--- config.mk ---
export PLATFORM = sky130hd
export DESIGN_NAME = fb_rect_fill
export DESIGN_NICKNAME = d
export VERILOG_FILES = /design/src/rtl/fb_rect_pkg.sv /design/src/rtl/fb_rect_fill_addr_gen.sv /design/src/rtl/fb_rect_fill.sv
export SDC_FILE = /design/constraint.sdc
export NUM_CORES = 1
export LEC_CHECK = 0
export BUFFER_PORTS_ARGS = -buffer_cell sky130_fd_sc_hd__buf_2
export CELL_PAD_IN_SITES_DETAIL_PLACEMENT = 2
export CELL_PAD_IN_SITES_GLOBAL_PLACEMENT = 2
export CORE_AREA = 2 2 136 204
export DETAILED_ROUTE_END_ITERATION = 8
export DIE_AREA = 0 0 138 206
export GPL_ROUTABILITY_DRIVEN = 1
export PLACE_DENSITY = 0.83
export SYNTH_ARGS = -nofsm -noshare
export SYNTH_HDL_FRONTEND = slang
export SYNTH_SLANG_ARGS = --single-unit
--- constraint.sdc ---
create_clock -name clk -period 6.1 [get_ports clk]
set_input_delay 0.61 -clock clk [delete_from_list [all_inputs] [get_ports clk]]
set_output_delay 0.61 -clock clk [all_outputs]
set_load 0.02 [all_outputs]
--- src/rtl/fb_rect_pkg.sv ---
// Shared constants, register map and state encoding for the framebuffer
// rectangle-fill engine.
package fb_rect_pkg;

  localparam logic [31:0] FB_ADDR0_DEF  = 32'h1000_0000;
  localparam logic [31:0] FB_ADDR1_DEF  = 32'h1000_8000;
  localparam logic [31:0] CTRL_BASE_DEF = 32'h3000_0030;
  localparam int          XRES_DEF      = 80;
  localparam int          YRES_DEF      = 60;

  localparam logic [3:0] M_WSTRB = 4'b0111;

  // Word index within the register window (byte address bits [3:2])
  localparam logic [1:0] REG_CTRL  = 2'd0;
  localparam logic [1:0] REG_POS   = 2'd1;
  localparam logic [1:0] REG_SIZE  = 2'd2;
  localparam logic [1:0] REG_COLOR = 2'd3;

  typedef enum logic [2:0] {
    ST_IDLE = 3'd0,
    ST_CLIP = 3'd1,
    ST_WR   = 3'd2,
    ST_ADV  = 3'd3,
    ST_FIN  = 3'd4
  } fill_state_e;

endpackage

--- src/rtl/fb_rect_fill_addr_gen.sv ---
// Column/row counters and pixel address stepping for one rectangle fill.
// Clipping to the screen edge is computed here and loaded on the clip strobe.
module fb_rect_addr_gen
  import fb_rect_pkg::*;
#(
  parameter int XRES = XRES_DEF,
  parameter int YRES = YRES_DEF
) (
  input  logic        clk,
  input  logic        reset,
  input  logic        clip,
  input  logic        adv,
  input  logic [6:0]  x0,
  input  logic [5:0]  y0,
  input  logic [6:0]  w,
  input  logic [5:0]  h,
  input  logic [31:0] base,
  output logic        empty,
  output logic        last,
  output logic [31:0] addr
);

  localparam logic [6:0]  XRES_W     = 7'(XRES);
  localparam logic [5:0]  YRES_W     = 6'(YRES);
  localparam logic [31:0] ROW_STRIDE = 32'(XRES * 4);

  logic [6:0]  x_room_s;
  logic [5:0]  y_room_s;
  logic [6:0]  weff_s;
  logic [5:0]  heff_s;
  logic [31:0] y_off_s;
  logic [31:0] pix_off_s;
  logic [31:0] start_addr_s;
  logic [6:0]  col_inc_s;
  logic [5:0]  row_inc_s;

  logic [6:0]  col_r;
  logic [5:0]  row_r;
  logic [6:0]  weff_r;
  logic [5:0]  heff_r;
  logic [31:0] row_addr_r;
  logic [31:0] addr_r;

  assign empty = (x0 >= XRES_W) || (y0 >= YRES_W) || (w == 7'd0) || (h == 6'd0);

  assign x_room_s = XRES_W - x0;
  assign y_room_s = YRES_W - y0;
  assign weff_s   = (w < x_room_s) ? w : x_room_s;
  assign heff_s   = (h < y_room_s) ? h : y_room_s;

  // y0*80 as two shifts; this ties the row multiply to an 80-pixel line
  assign y_off_s      = ({26'h0, y0} << 6) + ({26'h0, y0} << 4);
  assign pix_off_s    = y_off_s + {25'h0, x0};
  assign start_addr_s = base + (pix_off_s << 2);

  assign col_inc_s = col_r + 7'd1;
  assign row_inc_s = row_r + 6'd1;
  assign last      = (col_inc_s >= weff_r) && (row_inc_s >= heff_r);
  assign addr      = addr_r;

  // Counters and addresses: loaded at clip, stepped once per accepted pixel
  always_ff @(posedge clk) begin
    if (reset) begin
      col_r      <= 7'd0;
      row_r      <= 6'd0;
      weff_r     <= 7'd0;
      heff_r     <= 6'd0;
      row_addr_r <= 32'h0;
      addr_r     <= 32'h0;
    end else if (clip) begin
      col_r      <= 7'd0;
      row_r      <= 6'd0;
      weff_r     <= weff_s;
      heff_r     <= heff_s;
      row_addr_r <= start_addr_s;
      addr_r     <= start_addr_s;
    end else if (adv) begin
      if (col_inc_s < weff_r) begin
        col_r  <= col_inc_s;
        addr_r <= addr_r + 32'd4;
      end else if (row_inc_s < heff_r) begin
        col_r      <= 7'd0;
        row_r      <= row_inc_s;
        row_addr_r <= row_addr_r + ROW_STRIDE;
        addr_r     <= row_addr_r + ROW_STRIDE;
      end
    end
  end

endmodule

--- src/rtl/fb_rect_fill.sv ---
// Memory-mapped rectangle-fill engine: a CPU register window on the slave
// port, and a one-pixel-per-handshake master into the framebuffer.
module fb_rect_fill
  import fb_rect_pkg::*;
#(
  parameter logic [31:0] FB_ADDR0  = FB_ADDR0_DEF,
  parameter logic [31:0] FB_ADDR1  = FB_ADDR1_DEF,
  parameter logic [31:0] CTRL_BASE = CTRL_BASE_DEF,
  parameter int          XRES      = XRES_DEF,
  parameter int          YRES      = YRES_DEF
) (
  input  logic        clk,
  input  logic        reset,
  input  logic        s_valid,
  output logic        s_ready,
  output logic        s_sel,
  input  logic [3:0]  s_wstrb,
  input  logic [31:0] s_addr,
  input  logic [31:0] s_wdata,
  output logic [31:0] s_rdata,
  output logic        m_valid,
  input  logic        m_ready,
  output logic [3:0]  m_wstrb,
  output logic [31:0] m_addr,
  output logic [31:0] m_wdata,
  output logic        busy
);

  fill_state_e state_r, state_next_s;

  logic        hit_s;
  logic [1:0]  reg_idx_s;
  logic        wr_en_s;
  logic        start_s;
  logic        clip_s;
  logic        adv_s;
  logic        empty_s;
  logic        last_s;
  logic [31:0] base_s;
  logic [31:0] addr_s;
  logic [31:0] rdata_s;
  logic        unused_ok_s;

  logic        s_ready_r;
  logic        m_valid_r;
  logic        busy_r;
  logic        done_r;
  logic        seg_r;
  logic [6:0]  x0_r;
  logic [5:0]  y0_r;
  logic [6:0]  w_r;
  logic [5:0]  h_r;
  logic [23:0] color_r;

  assign hit_s     = s_valid && (s_addr[31:4] == CTRL_BASE[31:4]);
  assign reg_idx_s = s_addr[3:2];
  // Register contents are frozen for the whole fill; writes are still acked
  assign wr_en_s   = hit_s && !s_ready_r && (s_wstrb != 4'b0000) && !busy_r;
  assign start_s   = wr_en_s && (reg_idx_s == REG_CTRL) && s_wdata[0] && (state_r == ST_IDLE);
  assign base_s    = seg_r ? FB_ADDR1 : FB_ADDR0;

  assign unused_ok_s = ^{s_addr[1:0], s_wdata[31:24]};

  assign s_ready = s_ready_r;
  assign s_sel   = hit_s;
  assign s_rdata = rdata_s;
  assign m_valid = m_valid_r;
  assign m_wstrb = m_valid_r ? M_WSTRB : 4'b0000;
  assign m_addr  = addr_s;
  assign m_wdata = {8'h00, color_r};
  assign busy    = busy_r;

  fb_rect_addr_gen #(
    .XRES (XRES),
    .YRES (YRES)
  ) u_addr_gen (
    .clk   (clk),
    .reset (reset),
    .clip  (clip_s),
    .adv   (adv_s),
    .x0    (x0_r),
    .y0    (y0_r),
    .w     (w_r),
    .h     (h_r),
    .base  (base_s),
    .empty (empty_s),
    .last  (last_s),
    .addr  (addr_s)
  );

  // Slave response: one-cycle ready pulse per decoded access
  always_ff @(posedge clk) begin
    if (reset) begin
      s_ready_r <= 1'b0;
    end else begin
      s_ready_r <= hit_s && !s_ready_r;
    end
  end

  // Register file writes
  always_ff @(posedge clk) begin
    if (reset) begin
      seg_r   <= 1'b0;
      x0_r    <= 7'd0;
      y0_r    <= 6'd0;
      w_r     <= 7'd0;
      h_r     <= 6'd0;
      color_r <= 24'h0;
    end else if (wr_en_s) begin
      case (reg_idx_s)
        REG_CTRL:  seg_r <= s_wdata[1];
        REG_POS: begin
          x0_r <= s_wdata[6:0];
          y0_r <= s_wdata[21:16];
        end
        REG_SIZE: begin
          w_r <= s_wdata[6:0];
          h_r <= s_wdata[21:16];
        end
        REG_COLOR: color_r <= s_wdata[23:0];
        default:   color_r <= color_r;
      endcase
    end
  end

  // Register read mux, combinational while the access is presented
  always_comb begin
    rdata_s = 32'h0;
    if (hit_s && (s_wstrb == 4'b0000)) begin
      case (reg_idx_s)
        REG_CTRL:  rdata_s = {29'h0, done_r, seg_r, busy_r};
        REG_POS:   rdata_s = {10'h0, y0_r, 9'h0, x0_r};
        REG_SIZE:  rdata_s = {10'h0, h_r, 9'h0, w_r};
        REG_COLOR: rdata_s = {8'h00, color_r};
        default:   rdata_s = 32'h0;
      endcase
    end else begin
      rdata_s = 32'h0;
    end
  end

  // Busy spans CLIP through FIN; done is sticky until the next start
  always_ff @(posedge clk) begin
    if (reset) begin
      busy_r <= 1'b0;
      done_r <= 1'b0;
    end else if (start_s) begin
      busy_r <= 1'b1;
      done_r <= 1'b0;
    end else if (state_r == ST_FIN) begin
      busy_r <= 1'b0;
      done_r <= 1'b1;
    end
  end

  // Fill FSM state register and registered master valid
  always_ff @(posedge clk) begin
    if (reset) begin
      state_r   <= ST_IDLE;
      m_valid_r <= 1'b0;
    end else begin
      state_r   <= state_next_s;
      m_valid_r <= (state_next_s == ST_WR);
    end
  end

  // Fill FSM next state and counter strobes
  always_comb begin
    state_next_s = state_r;
    clip_s       = 1'b0;
    adv_s        = 1'b0;
    case (state_r)
      ST_IDLE: begin
        if (start_s) state_next_s = ST_CLIP;
        else         state_next_s = ST_IDLE;
      end
      ST_CLIP: begin
        clip_s = !empty_s;
        if (empty_s) state_next_s = ST_FIN;
        else         state_next_s = ST_WR;
      end
      ST_WR: begin
        if (m_ready) state_next_s = ST_ADV;
        else         state_next_s = ST_WR;
      end
      ST_ADV: begin
        adv_s = 1'b1;
        if (last_s) state_next_s = ST_FIN;
        else        state_next_s = ST_WR;
      end
      ST_FIN:  state_next_s = ST_IDLE;
      default: state_next_s = ST_IDLE;
    endcase
  end

endmodule

[Word-level counts from Yosys, hierarchy flattened]
Index checks and enable logic that the tools add are counted.
W data, S select, Z words.
Word-level totals
  register bits: 148
  word-level logic and storage cells: 105
Cells by class
  $lt $le $gt $ge: 8
  $add $sub $neg: 9
  bitwise gates (word level): 1
  multiplexer cells: 24
  reduce and logical (&&, ||, !) cells: 36
  equality and inequality tests: 10
Operator list (count)
  $mux W32: 8
  $pmux W32 S4: 1
  $add A29 B32 Y32: 1
  $add A32 B3 Y32 const B: 1
  $add A32 B9 Y32 const B: 1
  $add A30 B7 Y30: 1
  $eq A28 B26 Y1 const B: 1
  $mux W7: 3
  $mux W16: 1
  $lt A7 B7 Y1: 2
  $add A12 B10 Y13: 1
  $lt A6 B6 Y1: 2
  $pmux W3 S4: 1
  $reduce_and A2 Y1: 6
  $eq A3 B2 Y1 const B: 3
  $logic_and A1 B1 Y1: 9
  $mux W3: 3
  $reduce_bool A2 Y1: 4
  $add A7 B1 Y7 const B: 1
  $ge A7 B7 Y1: 1
  $ge A7 B7 Y1 const B: 1
  $logic_not A7 Y1: 1
  $sub A7 B7 Y7 const A: 1
  $add A6 B1 Y6 const B: 1
  other kinds (21): 33

[Depth between registers and ports, before layout]
Gate-level depths: netlist (run 1).
  depth after elaboration: 11
  gate-level depth with buffers: 13

[Cells and area by module]
A second synthesis (run 1) with hierarchy kept.
Second synthesis, totals
  cells, all modules: 1286
  area total of the unflattened synthesis: 10528.8 um2
Modules (own cells, without submodules)
  fb_rect_addr_gen: cells each 953, area each 7330.8 um2, times used 1
  fb_rect_fill: cells each 333, area each 3198.1 um2, times used 1

[Least setup slack after synthesis (run 1)]
OpenSTA, ideal clock, no wires.
  path kind: reg-to-reg
  start point: register u_addr_gen.col_r[0]
  end point: register u_addr_gen.addr_r[13] (netlist: u_addr_gen.addr[13])
  library setup time: 0.131 ns
  slack: 3.145 ns
  arrival time: 2.823 ns
  cell stages (with the launch flop): 13
  required time: 5.969 ns
  path through: dfxtp_1 ha_1 nand3_1 xnor2_1 ha_1 a211oi_1 o21bai_1 nor3_1 buf_2 nor2_1 clkbuf_1 a221oi_1 nor3_1
On the way
  word-level cells in the longest chain between the ends: 5
  elaborated cells between the ends (all ways): 7
  those cells by class: add/sub (1); order compare (1); mux (3); reduce/logical (2)
Ends and longest elaborated chain
  start, declared: line fb_rect_fill_addr_gen.sv:37  | logic [6:0] col_r;
  start signal, assigned: line fb_rect_fill_addr_gen.sv:79  | col_r <= col_inc_s;
  $add A7 B1 Y7 (*): line fb_rect_fill_addr_gen.sv:56  | assign col_inc_s = col_r + 7'd1;
  $lt A7 B7 Y1 (*): line fb_rect_fill_addr_gen.sv:78  | if (col_inc_s < weff_r) begin
  $mux W32: line fb_rect_fill_addr_gen.sv:78
  $mux W32: line fb_rect_fill_addr_gen.sv:77  | end else if (adv) begin
  $mux W32: line fb_rect_fill_addr_gen.sv:70  | end else if (clip) begin
  end signal, assigned: line fb_rect_fill_addr_gen.sv:76  | addr_r <= start_addr_s;
  end signal, assigned: line fb_rect_fill_addr_gen.sv:80  | addr_r <= addr_r + 32'd4;
  end signal, assigned: line fb_rect_fill_addr_gen.sv:85  | addr_r <= row_addr_r + ROW_STRIDE;
  end, declared: line fb_rect_fill_addr_gen.sv:42  | logic [31:0] addr_r;
Mark *: on every way between the ends. The rest lies on a longest branch, timed or not. The select of a mux whose other input is x is not followed.
A chain may end at the register's enable or synchronous reset.

[Final worst setup path (run 1)]
  start point: register u_addr_gen.col_r[0]
  end point: register u_addr_gen.addr_r[14] (netlist: u_addr_gen.addr[14])
The elaborated chain is that of the path after synthesis.

==> results.ini, run 1 <==
[yosys]
synth_top_area_share_pct = 31.72
ys_ff_latch = 145
synth.area.top_cells = dfxtp_1, ha_1, nand2_1, a21oi_1, nor2_1
synth_adder_area_share_pct = 5.634
netlist_top_cells_count = dfxtp_1, nand2_1, nor2_1
syn_area_sq_mm = 0.009150
postSynthAreaPerCell_sq_um = 8.005
yosysSeqAreaShare_pct = 31.72
yosysTopAreaCell = dfxtp_1
synth_top_family_by_area = simple AND/OR/NAND/NOR gates
synth_xor_area_share_pct = 6.796
syn_inst = 1143
synth_compound_area_share_pct = 19.25
yosysWarnings = 0
synth_cell_types = 83
synth_edf_count = 0
synth-main-ff-cell = dfxtp_1
yosysMostFrequentCell = dfxtp_1
async_reset_ff_share_pct = 0
synth_mux_area_share_pct = 5.825
synthSimpleGateAreaFrac_pct = 23.85

[route]
wl_met3_um = 1201
vias_per_cell = 5.698
first_pass_iters = 5
ant_nets = 0
top_layer = met4
via_count = 9140
drt_iter0_drc = 370
route.met2.wl_um = 18040
m1WireLength_um = 12810
wirelength_um = 33220
wl_per_cell_um = 20.71
drc = 0

[final_layout]
fill_cells = 3134
diodes = 0
syn_to_final_growth_pct = 15.82
stdcell_count = 1604
stdcell_area_sq_mm = 0.01060
final_layout_size_suffix_gt1_share_pct = 17.51
fin_nets = 1361

[clocking]
htreeDepth = 4
post_cts_resized = 0
cts_setup_buffers = 0
clkSinkCount = 145
clk_pin_slew_ns = 0.07
clockRootBuffer = clkbuf_16
cts_buffers = 17
clk_latency_ns = 0.44
cts_tree = yes
cts_max_path_buffers = 2
cts-hold-fix-buffers = 0

[pwr]
max-vdd-ir-drop_mv = 0.1896
power.total_w = 0.002124
power_density_mw_per_mm2 = 200.5
p_leak_nw = 4.203

[grt]
grt_pass1_wl_um = 53140
grt_start_max_net_pins = 74
grt_pass1_vias = 9841
antenna_found_initial = 0
grt_usage_pct = 23.22
overflow = 0

[floorplan]
start_util_pct = 34.08
die_h_um = 206
die_area_sq_mm = 0.02843
core_sq_mm = 0.02685
rows = 74
io_pins = 176
die_w_um = 138

[setup_path]
crit_path_start = u_addr_gen.col_r[0]
cp_max_fo = 22
crit_family = simple AND/OR/NAND/NOR gates
critical_path.slowest_cell = nor3_4
start_kind = register
critical_path_class = register to register
end_kind = register
path_buf_inv = 0
r2r-start = u_addr_gen.col_r[0]
crit_chain = ha_1 -> nand3_1 -> xnor2_1 -> ha_1 -> a211oi_1 -> o21bai_1 -> nor3_4 -> nor2_1 -> a222oi_1 -> a21boi_1
crit_arrival_ns = 4.22
max_stage_delay_ns = 0.83
worst_ep_required_time_ns = 6.40
cpMostUsedCell = ha_1

[timing]
fin_skew_ns = 0.01434
final.min_clock_period_ns = 3.917
finalSetupTns_ns = 0
max_freq_mhz = 255.3
holdWs_ns = 0.4160
setup_violations = 0
slew_viol_final = 0
hold_viol = 0
relSlewSlack_pct = 30.40
tightest_slew_ns = 1.039
rsz0062_at_grt = no
period_share_pct = 64.21

[worst_hold_path]
min_path_type = primary input to register
hold_path_startpoint = s_wdata[13]

[place]
port_buffers = 148
dp_cells = 1572
dp_hpwl_um = 24620
gp_congestion = 0.8183
place_area_sq_mm = 0.009993

[run]
drv_cap = 0

[outcome]
status = finished clean

## worst paths after layout
path         depth (start not counted)                  end  slack, ns
max                                 10  u_addr_gen.addr[14]       2.18
min                                  3          color_r[13]       0.42
max reg2reg                         10  u_addr_gen.addr[14]       2.18
min reg2reg                          2   u_addr_gen.addr[0]       0.44
## sequential cells by signal, summed over array words and instances, names as in the netlist, 3 cells and up
register	flops
u_addr_gen.addr	31
u_addr_gen.row_addr_r	30
color_r	24
u_addr_gen.col_r	7
u_addr_gen.weff_r	7
w_r	7
x0_r	7
h_r	6
u_addr_gen.heff_r	6
u_addr_gen.row_r	6
y0_r	6
state_r	3
## where the power goes
| group | switching [W] | total (W) | internal (W) |
|---|---|---|---|
| logic | 0.0000511 | 0.0000738 | 0.0000228 |
| clock network | 0.000448 | 0.00110 | 0.000656 |
| registers | 0.000000000000359 | 0.000946 | 0.000946 |
| total | 0.000499 | 0.00212 | 0.00162 |
## layer usage
metal / GRT usage [%] / up-vias
met3: 4.147 / 63
met4: 9.730 / 0
met1: 24.42 / 4592
met2: 45.17 / 220
met5: 0 / -
li1: - / 4265
## stage by stage
step	setup slack, ns	util, %
after floorplan	3.145	-
after global placement	2.376	37.22
after detailed placement	2.243	37.22
after CTS	2.213	39.47
after global routing	1.927	39.47
final	2.183	39.47
## cells in the final DEF (no fill, tap or decap), drive strengths merged, types with 5 or more instances in the layout
master    instances
a22oi            21
mux2i            42
clkbuf           20
nand2           125
nor3             24
o211ai           10
nor4             18
conb             18
o21a              8
a211oi           10
xor2             31
or3              11
buf             157
nand2b            7
ha               38
dfxtp           145
xnor2            40
and4              6
nor2            115
a21o              8
a21oi            90
and3             15
nor2b             5
nand3            36
a221oi            6
nand4            23
clkinvlp          6
o21ai            64
inv              41
a31oi            15
nand3b           13
and2             19
## tightest hold or removal path, cell delays in order
cell	delay (ns)
buf_2	0.10
nand2_1	0.05
a21oi_1	0.06
## final cells by class
type                       count  area, sq um  share of cell area, %
sequential                   145         2903                  27.39
inverter                      40        150.1                  1.417
clock inverter                12        157.7                  1.488
multi-input combinational    888         5702                  53.80
clock buffer                  20        446.7                  4.215
tap                          342        427.9                  4.038
timing repair buffer         157        810.8                  7.651
## cell families (layout without fill, tap and decap cells)
logic type	count (synthesis)	after routing
simple gates	434	434
compound gates	276	276
flops	145	145
buf+inv	127	229
xor+xnor	71	71
mux	49	49
fa+ha+maj	40	40
other cells	1	18
(Power assumes the default switching activity.)
==> run 2: changes to the inputs <==
--- a/config.mk
+++ b/config.mk
@@ -8,11 +8,11 @@
 export BUFFER_PORTS_ARGS = -buffer_cell sky130_fd_sc_hd__buf_2
 export CELL_PAD_IN_SITES_DETAIL_PLACEMENT = 2
 export CELL_PAD_IN_SITES_GLOBAL_PLACEMENT = 2
-export CORE_AREA = 2 2 136 204
+export CORE_AREA = 2 2 139 209
 export DETAILED_ROUTE_END_ITERATION = 8
-export DIE_AREA = 0 0 138 206
+export DIE_AREA = 0 0 141 211
 export GPL_ROUTABILITY_DRIVEN = 1
-export PLACE_DENSITY = 0.83
+export PLACE_DENSITY = 0.8
 export SYNTH_ARGS = -nofsm -noshare
 export SYNTH_HDL_FRONTEND = slang
 export SYNTH_SLANG_ARGS = --single-unit
==> constraint.sdc (replaced) <==
create_clock -name clk -period 3.9 [get_ports clk]
set_input_delay 0.39 -clock clk [delete_from_list [all_inputs] [get_ports clk]]
set_output_delay 0.39 -clock clk [all_outputs]
set_load 0.02 [all_outputs]
==> run 2 against run 1 <==
Net effect:
- worst hold slack worse by 0.23 ns
- register-to-register slack lost 1.7 ns
- sequential share of layout area is 0.25 points lower
- flip-flop and latch count unchanged
- final cell count up 1.1%
- critical path depth grew 1
- largest cell class unchanged
==> results.ini, run 2 (synthesized netlist as in run 1, its figures left out) <==
[final_layout]
largest_reg_flops = 31
syn_to_final_growth_pct = 16.89
finish.utilization_pct = 38.37
diodes = 0
layout_common_cells = buf_2, dfxtp_1, nand2_1
final_layout_size_suffix_gt1_share_pct = 18.57
final_common_cell = buf_2
fin_nets = 1375

[timing]
finalSetupTns_ns = 0
hold_viol = 0
relSlewSlack_pct = 33.24
tightest_slew_ns = 0.9986
slew_viol_final = 0
timing.final.ws_setup_ns = 0.5260
setup_violations = 0
max_freq_mhz = 296.4
fin_skew_ns = 0.01325
rsz0062_at_grt = no
final.min_clock_period_ns = 3.374
period_share_pct = 86.51

[route]
first_pass_iters = 4
via_count = 9086
drc = 0
ant_nets = 0
wirelength_um = 33770
drt_iter0_drc = 321
wl_per_cell_um = 20.82
vias_per_cell = 5.602

[clocking]
htreeDepth = 4
clockRootBuffer = clkbuf_16
clkSinkCount = 145
cts_tree = yes
clk_latency_ns = 0.45
clk_pin_slew_ns = 0.07
cts_setup_buffers = 0
post_cts_resized = 0
cts-hold-fix-buffers = 0
cts_max_path_buffers = 2
cts_buffers = 17

[floorplan]
die_h_um = 211
start_util_pct = 32.83
io_pins = 176
die_area_sq_mm = 0.02975
rows = 75
die_w_um = 141
core_sq_mm = 0.02787

[place]
dp_hpwl_um = 25760
dp_slack_ns = 0.5474
port_buffers = 148
gp_congestion = 0.8226

[setup_path]
critical_path_class = register to register
end_kind = register
cp_max_fo = 6
worst_ep_required_time_ns = 4.25
start_kind = register
crit_arrival_ns = 3.72

[run]
drv_cap = 0

[pwr]
max-vdd-ir-drop_mv = 0.2912
p_leak_nw = 4.283
power_density_mw_per_mm2 = 304.1
power.total_w = 0.003252

[outcome]
status = finished clean

[grt]
grt_pass1_vias = 9895
grt_pass1_wl_um = 54420
overflow = 0
grt_usage_pct = 23.12
antenna_found_initial = 0
grt_start_max_net_pins = 62

[worst_hold_path]
min_path_type = primary input to register

==> run 2: cell count changes in the layout (fill, tap and decap cells not counted), sizes merged <==
cell,delta
buf,+14
clkinv,+4
bufinv,-2
clkinvlp,-2
clkbuf,+1
inv,-1
==> run 2: routing by layer <==
metal / vias up / GRT usage (%) / wire [um]
li1: 4287 / - / -
met1: 4577 / 25.06 / 13290
met2: 183 / 45.77 / 18770
met3: 39 / 3.083 / 970
met4: 0 / 7.103 / 739
met5: - / 0 / 0
==> run 2: critical path, stage by stage, from the launching register on <==
cell	delay, ns
dfxtp_1	0.41
ha_1	0.23
nand3_1	0.15
xnor2_1	0.16
ha_1	0.30
nand2_1	0.05
o21ai_1	0.52
nor3_2	0.22
buf_4	0.20
o21ai_0	0.71
a221oi_1	0.12
a21o_1	0.21
==> run 2: area by class of cell <==
cell class / count / area, sq um
Fill cell: 3240 / 17180
Timing Repair Buffer: 171 / 928.4
Multi-Input combinational cell: 888 / 5695
Clock inverter: 11 / 105.1
Sequential cell: 145 / 2903
Inverter: 40 / 150.1
Clock buffer: 21 / 480.5
Tap cell: 346 / 432.9
==> run 2: stage by stage <==
stage          std cells  hold WS [ns]  instance area, sq um
6_report            1622        0.1874                 10700
5_1_grt             1622        0.1818                 10700
4_1_cts             1622        0.1757                 10700
3_5_place_dp        1590        0.4528                 10110
3_3_place_gp        1590        0.4386                 10110
2_1_floorplan       1160        0.4319                  9214
==> run 2: final timing paths <==
check / from / end / slack, ns / cells past startpoint
worst max-delay path: u_addr_gen.row_r[0] / u_addr_gen.addr[30] / 0.53 / 11
worst min register to register: u_addr_gen.addr[0] / u_addr_gen.addr[0] / 0.45 / 2
worst min-delay path: s_wdata[9] / color_r[9] / 0.19 / 3
worst max register to register: u_addr_gen.row_r[0] / u_addr_gen.addr[30] / 0.53 / 11
==> run 2: where the power goes <==
part	leakage, nW	total, W	internal (W)	switching, W
sequential	1.17	0.00148	0.00148	0.000000000000582
combinational	2.84	0.000120	0.0000370	0.0000826
clock	0.278	0.00165	0.000947	0.000705
